<file path="src/rtl/vwb_scheduler.sv">
// VRF write-back scheduler: round-robin arbitration between ALU and load results, then LANES-wide beat streaming.
// Optional macro VWB_STALL_CNT_EN adds a saturating 32-bit stall counter output.
module vwb_scheduler #(
  parameter  int VL     = 8,
  parameter  int SEW    = 32,
  parameter  int LANES  = 2,
  localparam int BEATS  = VL / LANES,
  localparam int BEAT_W = (BEATS > 1) ? $clog2(BEATS) : 1,
  localparam int LW     = LANES * SEW
) (
  input  logic              clk,
  input  logic              rst_n,
  input  logic              alu_valid,
  output logic              alu_ready,
  input  logic [4:0]        alu_vd,
  input  logic [VL*SEW-1:0] alu_data,
  input  logic              ld_valid,
  output logic              ld_ready,
  input  logic [4:0]        ld_vd,
  input  logic [VL*SEW-1:0] ld_data,
  output logic              vrf_we,
  output logic [4:0]        vrf_vd,
  output logic [BEAT_W-1:0] vrf_beat,
  output logic [LW-1:0]     vrf_wdata,
  output logic              wb_last,
  output logic              busy,
  output logic [4:0]        busy_vd
`ifdef VWB_STALL_CNT_EN
  ,
  output logic [31:0]       stall_cnt
`endif
);

  typedef enum logic {IDLE, BURST} state_t;

  state_t                      state;
  logic                        prio_ld;  // 1: load wins a tie next time
  logic [BEATS-1:0][LW-1:0]    cap_data;
  logic [BEATS-1:0][LW-1:0]    in_data;
  logic [4:0]                  in_vd;
  logic [BEAT_W-1:0]           next_beat;
  logic                        last_beat, accept, grant_alu, grant_ld, xfer;

  // NOTE: every always_comb output gets a default first so no path can infer a latch.
  always_comb begin
    last_beat = (vrf_beat == BEAT_W'(BEATS - 1));
    next_beat = vrf_beat + 1'b1;
    accept    = (state == IDLE) || ((state == BURST) && last_beat);
    grant_alu = alu_valid && (!ld_valid || !prio_ld);
    grant_ld  = ld_valid && (!alu_valid || prio_ld);
    alu_ready = accept && grant_alu;
    ld_ready  = accept && grant_ld;
    xfer      = alu_ready || ld_ready;
    in_data   = grant_alu ? alu_data : ld_data;
    in_vd     = grant_alu ? alu_vd : ld_vd;
  end

  // NOTE: the captured vector is a wide datapath register left unreset; vrf_we qualifies every use of it.
  always_ff @(posedge clk) begin
    if (xfer) cap_data <= in_data;
  end

  // NOTE: sequential state uses non-blocking assignments only, so every register samples pre-edge values.
  always_ff @(posedge clk or negedge rst_n) begin
    if (!rst_n) begin
      state     <= IDLE;
      prio_ld   <= 1'b0;
      vrf_we    <= 1'b0;
      vrf_vd    <= '0;
      vrf_beat  <= '0;
      vrf_wdata <= '0;
      wb_last   <= 1'b0;
      busy      <= 1'b0;
      busy_vd   <= '0;
    end else if (xfer) begin
      // Beat 0 comes straight from the requester so the first write lands one cycle after transfer.
      state     <= BURST;
      prio_ld   <= grant_alu;
      vrf_we    <= 1'b1;
      vrf_vd    <= in_vd;
      vrf_beat  <= '0;
      vrf_wdata <= in_data[0];
      wb_last   <= (BEATS == 1);
      busy      <= 1'b1;
      busy_vd   <= in_vd;
    end else if (state == BURST && !last_beat) begin
      vrf_beat  <= next_beat;
      vrf_wdata <= cap_data[next_beat];
      wb_last   <= (next_beat == BEAT_W'(BEATS - 1));
    end else begin
      state   <= IDLE;
      vrf_we  <= 1'b0;
      wb_last <= 1'b0;
      busy    <= 1'b0;
    end
  end

`ifdef VWB_STALL_CNT_EN
  logic stall;
  assign stall = (alu_valid && !alu_ready) || (ld_valid && !ld_ready);

  always_ff @(posedge clk or negedge rst_n) begin
    if (!rst_n)                         stall_cnt <= '0;
    else if (stall && stall_cnt != '1)  stall_cnt <= stall_cnt + 32'd1;
  end
`endif

endmodule
</file>
<file path="config.mk">
export PLATFORM = sky130hd
export DESIGN_NAME = vwb_scheduler
export DESIGN_NICKNAME = d
export VERILOG_FILES = /design/src/rtl/vwb_scheduler.sv
export SDC_FILE = /design/constraint.sdc
export NUM_CORES = 1
export LEC_CHECK = 0
export ABC_CLOCK_PERIOD_IN_PS = 5500
export BUFFER_PORTS_ARGS = -buffer_cell sky130_fd_sc_hd__buf_2
export CORE_AREA = 2 2 239 241
export DETAILED_ROUTE_END_ITERATION = 16
export DIE_AREA = 0 0 241 243
export GPL_TIMING_DRIVEN = 1
export PLACE_DENSITY = 0.6
export SETUP_SLACK_MARGIN = 0.5
export SLEW_MARGIN = 25
export SYNTH_ARGS = -nofsm -noshare
export SYNTH_HDL_FRONTEND = slang
export SYNTH_SLANG_ARGS = --single-unit
export TNS_END_PERCENT = 5
</file>
<file path="constraint.sdc">
create_clock -name clk -period 5.5 [get_ports clk]
set_input_delay 0 -clock clk [delete_from_list [all_inputs] [get_ports clk]]
set_output_delay 0 -clock clk [all_outputs]
set_load 0.05 [all_outputs]
</file>
==> results of run 1 <==
==> cell families after synthesis <==
| group | Yosys count | synth area share |
|---|---|---|
| adder cells (fa/ha/maj) | 2 | 0.00154 |
| buffers and inverters | 124 | 0.0469 |
| AND/OR/NAND/NOR | 869 | 0.208 |
| multiplexers | 88 | 0.101 |
| flip-flops | 330 | 0.589 |
| AO/OA/AOI/OAI | 92 | 0.0540 |
==> stage by stage <==
stage          instance area [µm²]  std cells   util  setup WS (ns)  hold slack, ns
3_5_place_dp                 19700       2777  0.353           2.54         -0.0466
3_3_place_gp                 19700       2777  0.353           2.62         -0.0487
2_1_floorplan                16200       1505      -          0.580          -0.296
==> Yosys cell counts (20+ instances only) <==
cell	n	area share
a311oi_1	32	0.017
a311oi_2	20	0.019
buf_2	53	0.016
buf_4	21	0.0097
dfrtp_1	74	0.11
edfxtp_1	256	0.47
mux2_2	24	0.017
mux4_1	20	0.032
mux4_2	32	0.044
nand2_1	743	0.17
nor2_1	55	0.013
nor3_1	52	0.016
==> impl_metrics.json, run 1 <==
{
  "toolErrorMsg": "[ERROR RSZ-0060] Max buffer count reached.",
  "htree_levels": 2,
  "outcome": "stopped before the end",
  "dieHeight_um": 243,
  "fp.dieW_um": 241,
  "cts_made_buffers": 38,
  "gp_congestion": 0.891,
  "synth_edf_count": 256,
  "io_pins": 607,
  "synth.yosys.warnings": 0,
  "ctsHoldBuffers": 570,
  "cts_sinks": 330,
  "syn_area_per_cell_um2": 10.8,
  "cts_max_path_buffers": 3,
  "start_util": 0.290,
  "clock-root-buffer": "clkbuf_16",
  "synth.ff_latch_count": 330,
  "hpwl_um": 35300,
  "syn_nets": 2033,
  "ys_seq_area_frac": 0.589,
  "cts_resized": 0,
  "syn_inst": 1505,
  "postCtsSetupRepairBufs": 0,
  "synth.distinct_cells": 39,
  "failing_step": "clock tree synthesis",
  "netlist_area_mm2": 0.0162,
  "async_flop_share": 0.224,
  "port_buffers": 606,
  "ys.flop_type": "edfxtp_1",
  "placementRows": 87
}
==> run 2: changes to the inputs <==
Settings changed: CORE_AREA 2 2 239 241 to unset, CORE_UTILIZATION set to 20, DIE_AREA 0 0 241 243 to unset, PLACE_DENSITY 0.6 to unset, PLACE_DENSITY_LB_ADDON set to 0.15, SETUP_SLACK_MARGIN 0.5 to unset.
==> run 2 against run 1 <==
The run now ends clean. Synthesized cell count is the same. Synthesized area is the same.
==> impl_metrics.json, run 2 <==
{
  "outcome": "finished clean",
  "fin_area_mm2": 0.0273,
  "wl_per_cell_um": 17.2,
  "leakage_nw": 12.1,
  "fin_cells": 3739,
  "place_inst": 3081,
  "route.detailed.drc": 0,
  "ctsHoldBuffers": 577,
  "worstPathRequired_ns": 5.93,
  "port_buffers": 606,
  "antenna_found_initial": 0,
  "yosys-top-cells-count": "nand2_1 (743), edfxtp_1 (256), dfrtp_1 (74), nor2_1 (55), buf_2 (53)",
  "fp.dieW_um": 287,
  "cp-startpoint": "vrf_beat[0]",
  "setup_slack_ns": 1.33,
  "nets": 3172,
  "yosysMostFrequentCell": "nand2_1",
  "io_pins": 607,
  "synth_edf_count": 256,
  "total_power_mw": 13.2,
  "start_kind": "flop",
  "hold_path_class": "in -> async",
  "layout_common_cells": "nand2_1 (743), buf_2 (605), dlygate4sd3_1 (577), edfxtp_1 (256), dfrtp_1 (73)",
  "fmax_mhz": 240,
  "fill_cells": 8191,
  "gp_congestion": 0.795,
  "postCtsSetupRepairBufs": 0,
  "vias": 15568,
  "irDropWorstVdd_uv": 232,
  "start_util": 0.202,
  "relSlewSlack": 0.346,
  "end_kind": "flop",
  "synth.ff_latch_count": 330,
  "drtIter0Drc": 585,
  "cts_made_buffers": 43,
  "overflow": 0,
  "clk_pin_slew_worst_paths_ns": 0.06,
  "final_max_slew_viol_count": 0,
  "cts_tree": "done",
  "first_pass_iters": 5,
  "synth_top_area_cell": "edfxtp_1",
  "path_buf_inv": 3,
  "clock-root-buffer": "clkbuf_16",
  "crit_chain": "ha_1 -> nand2b_4 -> nand2_4 -> clkinv_8 -> buf_12 -> a311oi_1 -> dlygate4sd3_1",
  "place_ws_ns": 1.71,
  "fp.coreArea_mm2": 0.0803,
  "placementRows": 104,
  "insertion_delay_ns": 0.58,
  "tightest_slew_ns": 0.980,
  "cts_max_path_buffers": 3,
  "netlist_area_mm2": 0.0162,
  "clkPwrFrac": 0.215,
  "dieHeight_um": 287,
  "track_usage": 0.152,
  "critPathTopFamily": "buffers and inverters",
  "p_seq_frac": 0.310,
  "path_max_fanout": 116,
  "finalClockSkew_ns": 0.0285,
  "grt_pass1_vias": 16633,
  "tns_ns": 0,
  "routed_via_density": 4.16,
  "ys.flop_type": "edfxtp_1",
  "p_switching_mw": 5.13,
  "p_per_area_mw_per_mm2": 482,
  "htree_levels": 2,
  "drv_cap": 0,
  "syn_area_per_cell_um2": 10.8,
  "synth.distinct_cells": 39,
  "grt_pass1_wl_um": 95900,
  "fp.dieArea_mm2": 0.0822,
  "swShare": 0.389,
  "area_growth_pct": 68.8,
  "detail_route.wirelength_um": 64100,
  "synth_area_leaders": "edfxtp_1 (47%), nand2_1 (17%), dfrtp_1 (11%), mux4_2 (4.4%), mux4_1 (3.2%)",
  "ant_nets": 0,
  "synth.yosys.warnings": 0,
  "syn_nets": 2033,
  "max_stage_delay_ns": 0.82,
  "rsz0062_at_grt": "no",
  "cts_resized": 0,
  "layout_commonest_cell": "nand2_1",
  "layout-drive-gt1-share": 0.290,
  "final_hold_viol_count": 0,
  "largestRegisters": "cap_data: 256 flops, vrf_wdata: 64 flops, busy_vd: 5 flops",
  "finalSetupViolations": 0,
  "comb_power_share": 0.475,
  "crit_type": "reg -> reg",
  "largest-register": "cap_data",
  "place_area_mm2": 0.0201,
  "ys_seq_area_frac": 0.589,
  "hpwl_um": 42300,
  "worstPathArrival_ns": 4.61,
  "r2r-start": "vrf_beat[0]",
  "fin_crit_ns": 4.17,
  "async_flop_share": 0.224,
  "p_int_mw": 8.05,
  "yosysTopAreaCellShare": 0.474,
  "syn_inst": 1505,
  "slowest_stage": "dfrtp_4",
  "cts_sinks": 330,
  "grt_start_max_net_pins": 129,
  "largest_reg_flops": 256,
  "period_share": 0.759,
  "n_antenna_cell": 0
}
[run 2: kinds of logic after synthesis]
family,synth area share
multiplexers,0.101
buffers and inverters,0.0469
AND/OR/NAND/NOR,0.208
AO/OA/AOI/OAI,0.0540
flip-flops,0.589
adder cells (fa/ha/maj),0.00154
[run 2: per-stage QoR]
step,hold slack [ns],utilization
final,0.0540,0.341
after global routing,0.0842,0.341
after CTS,0.0474,0.340
after detailed placement,0.105,0.251
after global placement,0.106,0.251
after floorplan,-0.296,-
[run 2: layout make-up]
class,instances,area [µm²],share of cell area
Clock buffer,61,1220,0.0448
Tap cell,1060,1330,0.0485
Multi-Input combinational cell,1051,5950,0.218
Sequential cell,330,9540,0.349
Inverter,16,72.6,0.00265
Clock inverter,19,189,0.00691
Timing Repair Buffer,1202,9040,0.331
[run 2: worst paths after layout]
kind | end | slack (ns) | cells after the start
worst max-delay path | vrf_wdata[57] | 1.33 | 7
worst min-delay path | vrf_wdata[58] | 0.05 | 2
worst max register to register | vrf_wdata[57] | 1.33 | 7
worst min register to register | vrf_wdata[38] | 0.52 | 2
max in group asynchronous | busy_vd[2] | 4.31 | 3
min in group clk | cap_data[153] | 0.22 | 4
[run 2: layer usage]
metal | part of all wire | track usage
met3 | 0.045 | 0.0251
met4 | 0.019 | 0.0397
met2 | 0.50 | 0.268
met5 | 0 | 0
met1 | 0.43 | 0.190
[run 2: power groups by stage]
stage	Clock, mW	Combinational (mW)	Sequential [mW]
finish	2.83	6.26	4.08
global route	3.04	6.76	4.17
CTS	2.96	6.36	4.10
detailed placement	0	5.34	4.14
global placement	0	5.27	4.12
floorplan	0	2.89	5.00
(Power assumes the default switching activity.)
